$ cat src/rtl/gfx_pixel_writer.sv
// gfx_pixel_writer: address stage plus first-word-fall-through write FIFO between rasterizer and framebuffer.
// Optional build macro GFX_PIXEL_WRITER_CLIP_EN drops off-screen pixels at acceptance.

`ifndef VGA_MODE_H_VISIBLE
`define VGA_MODE_H_VISIBLE 640
`endif
`ifndef VGA_MODE_V_VISIBLE
`define VGA_MODE_V_VISIBLE 480
`endif

module gfx_pixel_writer #(
  parameter int unsigned FB_WIDTH   = `VGA_MODE_H_VISIBLE,
  parameter int unsigned FB_HEIGHT  = `VGA_MODE_V_VISIBLE,
  parameter int unsigned COLOR_BITS = 4,
  parameter int unsigned FIFO_DEPTH = 4,
  localparam int unsigned FB_X_BITS = $clog2(FB_WIDTH),
  localparam int unsigned FB_Y_BITS = $clog2(FB_HEIGHT),
  localparam int unsigned ADDR_BITS = $clog2(FB_WIDTH * FB_HEIGHT)
) (
  input  logic                  clk,
  input  logic                  reset,
  input  logic                  pixel_valid,
  input  logic [FB_X_BITS-1:0]  pixel_x,
  input  logic [FB_Y_BITS-1:0]  pixel_y,
  input  logic [COLOR_BITS-1:0] pixel_color,
  output logic                  pixel_ready,
  output logic                  mem_req,
  output logic [ADDR_BITS-1:0]  mem_addr,
  output logic [COLOR_BITS-1:0] mem_data,
  input  logic                  mem_ack,
  output logic                  idle,
  output logic [15:0]           pix_count
);

  localparam int unsigned IDX_BITS = $clog2(FIFO_DEPTH);
  localparam int unsigned PTR_BITS = IDX_BITS + 1;

  typedef struct packed {
    logic [ADDR_BITS-1:0]  addr;
    logic [COLOR_BITS-1:0] color;
  } wr_entry_t;

  logic                stg_valid;
  wr_entry_t           stg_q;
  wr_entry_t           fifo_mem [FIFO_DEPTH];
  logic [PTR_BITS-1:0] wr_ptr;
  logic [PTR_BITS-1:0] rd_ptr;

  logic                 fifo_empty;
  logic                 fifo_full;
  logic                 accept;
  logic                 in_range;
  logic                 load;
  logic                 push;
  logic                 pop;
  logic [ADDR_BITS-1:0] pix_addr;

  // Pointer MSB differs only when the write side has lapped the read side.
  assign fifo_empty = (wr_ptr == rd_ptr);
  assign fifo_full  = (wr_ptr[PTR_BITS-1] != rd_ptr[PTR_BITS-1]) &&
                      (wr_ptr[IDX_BITS-1:0] == rd_ptr[IDX_BITS-1:0]);

  // Ready depends on registers only, so memory backpressure never forms a comb loop upstream.
  assign pixel_ready = !stg_valid || !fifo_full;
  assign accept      = pixel_valid && pixel_ready;
  assign push        = stg_valid && !fifo_full;
  assign pop         = mem_req && mem_ack;

`ifdef GFX_PIXEL_WRITER_CLIP_EN
  assign in_range = (32'(pixel_x) < FB_WIDTH) && (32'(pixel_y) < FB_HEIGHT);
`else
  assign in_range = 1'b1;
`endif

  assign load     = accept && in_range;
  assign pix_addr = ADDR_BITS'(ADDR_BITS'(pixel_y) * ADDR_BITS'(FB_WIDTH) + ADDR_BITS'(pixel_x));

  // Address stage: reload on accept, otherwise empty once its entry moves into the FIFO.
  always_ff @(posedge clk or posedge reset) begin
    if (reset) begin
      stg_valid <= 1'b0;
      stg_q     <= '0;
    end else if (load) begin
      stg_valid <= 1'b1;
      stg_q     <= '{addr: pix_addr, color: pixel_color};
    end else if (push) begin
      stg_valid <= 1'b0;
    end
  end

  always_ff @(posedge clk) begin
    if (push) begin
      fifo_mem[wr_ptr[IDX_BITS-1:0]] <= stg_q;
    end
  end

  always_ff @(posedge clk or posedge reset) begin
    if (reset) begin
      wr_ptr    <= '0;
      rd_ptr    <= '0;
      pix_count <= '0;
    end else begin
      if (push) begin
        wr_ptr <= wr_ptr + PTR_BITS'(1);
      end
      if (pop) begin
        rd_ptr    <= rd_ptr + PTR_BITS'(1);
        pix_count <= pix_count + 16'd1;
      end
    end
  end

  // Head is masked while empty so unreset storage never reaches the memory port.
  assign mem_req  = !fifo_empty;
  assign mem_addr = fifo_empty ? '0 : fifo_mem[rd_ptr[IDX_BITS-1:0]].addr;
  assign mem_data = fifo_empty ? '0 : fifo_mem[rd_ptr[IDX_BITS-1:0]].color;
  assign idle     = !stg_valid && fifo_empty;

endmodule

$ cat config.mk
export PLATFORM = sky130hd
export DESIGN_NAME = gfx_pixel_writer
export DESIGN_NICKNAME = d
export VERILOG_FILES = /design/src/rtl/gfx_pixel_writer.sv
export SDC_FILE = /design/constraint.sdc
export NUM_CORES = 1
export LEC_CHECK = 0
export ABC_AREA = 1
export BUFFER_PORTS_ARGS = -buffer_cell sky130_fd_sc_hd__buf_2
export CAP_MARGIN = 30
export CORE_MARGIN = 3
export CORE_UTILIZATION = 59
export DETAILED_ROUTE_END_ITERATION = 7
export PLACE_DENSITY = 0.82
export SETUP_SLACK_MARGIN = 0.02
export SYNTH_ARGS = -nofsm -noshare
export SYNTH_HDL_FRONTEND = slang
export SYNTH_SLANG_ARGS = --single-unit
$ cat constraint.sdc
create_clock -name clk -period 2.7 [get_ports clk]
set_input_delay 0 -clock clk [delete_from_list [all_inputs] [get_ports clk]]
set_output_delay 0 -clock clk [all_outputs]
set_load 0.05 [all_outputs]
==> results of run 1 <==
[power by group]
group | internal, mW | leakage, nW | switching [mW]
Combinational | 1.22 | 1.87 | 3.58
Clock | 1.70 | 0.305 | 0.865
Sequential | 3.15 | 1.42 | 0.466
[cell type report]
| cell class | count | area, µm² | share of cell area |
|---|---|---|---|
| clock buffers | 19 | 432 | 0.0543 |
| flip-flops and latches | 138 | 3910 | 0.492 |
| multi-input cells | 413 | 2250 | 0.283 |
| repair buffers | 106 | 721 | 0.0906 |
| well taps | 136 | 170 | 0.0214 |
| inverters | 65 | 244 | 0.0307 |
| clock inverters | 13 | 223 | 0.0280 |
[how the worst min path moves through the flow]
| stage | cells past startpoint | slack (ns) | to | start |
|---|---|---|---|---|
| final | 3 | 0.03 | pix_count[0]$_DFFE_PP0P_ | reset |
| after global routing | 4 | 0.04 | stg_valid$_DFFE_PP0P_ | pixel_valid |
| after CTS | 3 | 0.02 | pix_count[0]$_DFFE_PP0P_ | reset |
| after detailed placement | 2 | 0.04 | pix_count[0]$_DFFE_PP0P_ | reset |
| after global placement | 3 | 0.19 | stg_q[3]$_DFFE_PP0P_ | pixel_color[3] |
| after floorplan | 2 | 0.11 | stg_q[0]$_DFFE_PP0P_ | pixel_color[0] |
[metal layers]
metal	up-vias	global-route usage	share of wire	wire length (µm)
met3	39	0.0600	0.062	913
li1	2334	-	-	-
met2	194	0.406	0.52	7580
met1	2388	0.314	0.39	5800
met5	-	0	0	0
met4	0	0.118	0.028	405
[Yosys cell counts, types with 2 or more instances]
library cell  number  area share
nand2_1          155       0.089
edfxtp_1          92        0.42
nor2_1            91       0.052
inv_1             62       0.036
dfrtp_1           46        0.18
o21ai_0           27       0.021
nand3_1           26       0.020
ha_1              23       0.044
o32ai_1           23       0.031
xor2_1            14       0.019
buf_2             10      0.0077
o21ai_1            9      0.0069
xnor2_1            7      0.0094
a21oi_1            6      0.0046
clkbuf_1           6      0.0034
nand4_1            6      0.0057
buf_6              4      0.0069
nor3_1             4      0.0031
buf_4              3      0.0034
inv_2              3      0.0017
nand3b_1           3      0.0034
nor2_2             3      0.0029
fa_1               2      0.0061
nor2_4             2      0.0034
xnor2_2            2      0.0050
[sequential cells by signal, summed over array words and instances (netlist names)]
register	count
fifo_mem	92
stg_q	23
pix_count	16
rd_ptr	3
wr_ptr	3
stg_valid	1
[metrics by stage]
step | utilization | instance area, µm² | power (mW)
floorplan | - | 6540 | 7.12
global placement | 0.663 | 6990 | 8.11
detailed placement | 0.664 | 7010 | 8.31
CTS | 0.753 | 7950 | 11.0
global route | 0.753 | 7950 | 11.6
finish | 0.753 | 7950 | 11.0
[logic make-up (layout without fill, tap and decap cells)]
group                      count (synthesis)  after routing
AOI/OAI and AO/OA                         68             68
xor gates and xnor gates                  24             24
and+or+nand+nor                          296            296
adders and majority gates                 25             25
DFF                                      138            138
buffers and inverters                     89            203
[what timing repair did]
item                                    4_1_cts  5_1_grt
hold endpoints to repair                     75        0
setup buffers                                 0        0
hold buffers                                 28        0
resized for setup                             0        1
endpoints found under the setup margin        0        4
[critical path, cell delays in order, from the launching register on]
cell	delay, ns
dfrtp_1	0.66
buf_4	0.44
nor2_1	0.09
o32ai_1	0.31
nand2_1	0.10
inv_1	0.08
buf_2	0.26
==> reports/metrics.yaml, run 1 <==
synth_top_family_by_area: "simple AND/OR/NAND/NOR gates"
synth_flop_cell: "edfxtp_1"
cp_data_arrival_time_ns: 2.50
layout_setup_ws_ns: 0.200
syn-instance-count: 640
numPortBuffers: 68
setup_viol: 0
fin_crit_ns: 2.50
dp.cells: 830
wl_per_cell_um: 16.5
finalNonFillerCells: 890
viasPerCell: 5.57
cts.sinks: 138
startpoint_type: "flop"
layout-drive-gt1-share: 0.170
finalCritPeriodShare: 0.926
die_h_um: 111
fill_cells: 703
cts_root_buf: "clkbuf_8"
drt_iter0_drc: 495
clock_latency_ns: 0.53
initial_core_util: 0.619
nNetsFinal: 793
place_ws_ns: 0.543
grt_max_degree: 49
overflow: 0
synth_fp_nets: 692
rsz0062_at_grt: "false"
ys_types: 36
first_pass_iters: 6
end_kind: "output pin"
maxCapViolations: 0
path_clk_slew_ns: 0.06
place_congestion: 0.824
ys_seq_area_frac: 0.599
ys_seq_elements: 138
final.setup.tns_ns: 0
reg2reg_slack_ns: 0.23
power_density_nw_per_um2: 1380
clockBufferDepth: 2
worstSetupPathType: "reg2out"
maxSlewHeadroom: 0.659
io_pins: 69
htree_levels: 4
vias: 4955
r2r_start: "rd_ptr[0]$_DFFE_PP0P_"
r2r_end: "stg_q[2]$_DFFE_PP0P_"
worstPathRequired_ns: 2.70
synthAdderAreaFrac: 0.0502
drcViolationCount: 0
reg2regPathDepth: 7
hold_ws_ns: 0.0301
slew_violations: 0
grt.total_usage: 0.249
ir_drop_uv: 1280
synth_enable_flop_cells: 92
ant_nets: 0
cp-startpoint: "rd_ptr[0]$_DFFE_PP0P_"
synth_xor_area_frac: 0.0356
cts_tree: "yes"
worst_pin_slew_ns: 0.511
critPathMaxFanout: 35
outcome: "finished clean"
core_um2: 10600
async_flop_share: 0.333
final_common_cell: "nand2_1"
routed_wl_um: 14700
synth_compound_area_frac: 0.0662
cts_buffers: 17
post_synth_and_or_nand_nor_area_fraction: 0.190
fin_skew_ns: 0.00773
floorplan.die_area_um2: 12400
worst_hold_path_type: "in2async"
grt_pass1_wl_um: 24400
postSynthAreaPerCell_um2: 10.2
antenna_cells: 0
setup.worst_path.end: "mem_addr[11]"
first_global_vias: 5019
synthesis.area_um2: 6540
clock.fmax_mhz: 400
antenna_found_initial: 0
num_rows: 37
cellLeakagePower_nw: 3.60
hold_viol_final: 0
yosys_warnings: 0
muxShareOfSynthArea: 0
syn_to_final_growth_pct: 21.7
final_cell_mix: "nand2_1, edfxtp_1, nor2_1"
dp_hpwl_um: 8990
fp.dieW_um: 111
Note: power is estimated with default switching activity, not from simulation.
==> run 2: changes to the inputs <==
CORE_UTILIZATION = 61   (was 59)
CTS_BUF_LIST = sky130_fd_sc_hd__clkbuf_2 sky130_fd_sc_hd__clkbuf_4 sky130_fd_sc_hd__clkbuf_8   (was default)
PLACE_DENSITY = 0.84   (was 0.82)
==> reports/metrics.yaml, run 2 (synthesis gave the netlist of run 1 again) <==
pwr-share-clk: 0.166
final.setup.tns_ns: 0
switching_share: 0.479
fin_skew_ns: 0.0113
power_frac_seq: 0.359
worst_hold_path_type: "in2async"
final_cell_mix: "nand2_1, edfxtp_1, nor2_1"
floorplan.die_area_um2: 12000
outcome: "finished clean"
startpoint_type: "flop"
grt_pass1_wl_um: 22200
io_pins: 69
path_clk_slew_ns: 0.08
antenna_found_initial: 0
numPortBuffers: 68
grt_max_degree: 49
cts.repair.resized: 0
ant_nets: 0
worstSetupPathType: "reg2out"
fp.dieW_um: 110
htree_levels: 4
nNetsFinal: 784
cts_root_buf: "clkbuf_8"
syn_to_final_growth_pct: 16.3
first_pass_iters: 5
num_rows: 37
fill_cells: 731
vias: 4833
maxSlewHeadroom: 0.685
maxCapViolations: 0
place_congestion: 0.873
worstPathRequired_ns: 2.70
critPathMaxFanout: 43
post_dp_cell_area_um2: 7020
first_global_vias: 4703
reg2regPathDepth: 6
clock.fmax_mhz: 414
combPwrFrac: 0.476
core_um2: 10400
drt_iter0_drc: 306
cp_data_arrival_time_ns: 2.41
internal_power_mw: 5.18
hold_viol_final: 0
path_cells: "buf_4 > nor2_1 > o32ai_1 > nand2_1 > inv_1 > buf_2"
slew_violations: 0
die_h_um: 110
routed_wl_um: 13500
cts_tree: "yes"
setup_viol: 0
end_kind: "output pin"
finalCritPeriodShare: 0.894
fin_crit_ns: 2.41
switchingPower_mw: 4.77
cts.sinks: 138
viasPerCell: 5.49
p_total_mw: 9.95
clock_latency_ns: 0.43
cellLeakagePower_nw: 3.44
antenna_cells: 0
wl_per_cell_um: 15.4
clockBufferDepth: 2
cpMaxStageDelayCell: "dfrtp_1"
drcViolationCount: 0
ir_drop_uv: 1080
initial_core_util: 0.630
cpPeakStageDelay_ns: 0.51
cts_buffers: 17
power_density_nw_per_um2: 1310
worst_pin_slew_ns: 0.473
largest_reg_flops: 92
final_common_cell: "nand2_1"
overflow: 0
fin_area_um2: 7600
dp_hpwl_um: 8490
layout-drive-gt1-share: 0.177
rsz0062_at_grt: "false"
grt.total_usage: 0.245
[run 2: cell count changes in the layout (fill, tap and decap cells not counted), sizes merged]
cell / change
buf: +1
bufinv: -4
clkinv: -1
clkinvlp: +1
dlygate4sd3: -10
inv: +4
[run 2: worst max-delay path: cells and delay by family, from the launching register on]
kind	cells	cell delay, ns
AOI/OAI and AO/OA	1	0.41
and+or+nand+nor	2	0.25
DFF	1	0.51
buffers and inverters	3	0.81
[run 2: power by group through the flow]
| stage | clock [mW] | combinational, mW | sequential (mW) |
|---|---|---|---|
| final | 1.65 | 4.73 | 3.57 |
| after global placement | 0 | 4.57 | 3.55 |
| after CTS | 1.68 | 4.76 | 3.56 |
| after global routing | 1.79 | 5.15 | 3.64 |
| after detailed placement | 0 | 4.69 | 3.60 |
| after floorplan | 0 | 3.43 | 3.69 |
[run 2: metrics by stage]
step | utilization | setup slack [ns] | hold WS, ns | std cells
global placement | 0.675 | 0.660 | 0.196 | 830
finish | 0.733 | 0.286 | 0.0288 | 881
detailed placement | 0.677 | 0.554 | -0.0722 | 831
floorplan | - | 0.406 | 0.110 | 640
CTS | 0.733 | 0.343 | 0.00406 | 881
global route | 0.733 | 0.144 | 0.00524 | 881
[run 2: area by class of cell]
type	instances	area, µm²	area share
clock buffers	19	255	0.0336
clock inverters	13	143	0.0188
inverters	65	244	0.0321
multi-input cells	413	2240	0.295
flip-flops and latches	138	3910	0.515
well taps	136	170	0.0224
repair buffers	97	628	0.0827
[run 2: metal layers]
layer,global-route usage,share of wire
met3,0.0622,0.052
met4,0.0819,0.014
met5,0,0
met1,0.298,0.41
met2,0.426,0.52
[run 2: repair_timing]
| action | 4_1_cts | 5_1_grt |
|---|---|---|
| setup buffers | 0 | 0 |
| hold buffers | 18 | 0 |
| hold endpoints to repair | 66 | 0 |
[run 2: final timing paths]
kind / startpoint / endpoint / slack, ns
hold / removal: reset / pix_count[1]$_DFFE_PP0P_ / 0.03
setup / recovery: rd_ptr[0]$_DFFE_PP0P_ / mem_data[2] / 0.29
min in group clk: pixel_x[9] / stg_q[13]$_DFFE_PP0P_ / 0.09
hold reg to reg: stg_q[8]$_DFFE_PP0P_ / fifo_mem[0][8]$_DFFE_PP_ / 0.52
max in group asynchronous: reset / stg_q[8]$_DFFE_PP0P_ / 2.19
setup reg to reg: rd_ptr[0]$_DFFE_PP0P_ / pix_count[2]$_DFFE_PP0P_ / 0.72
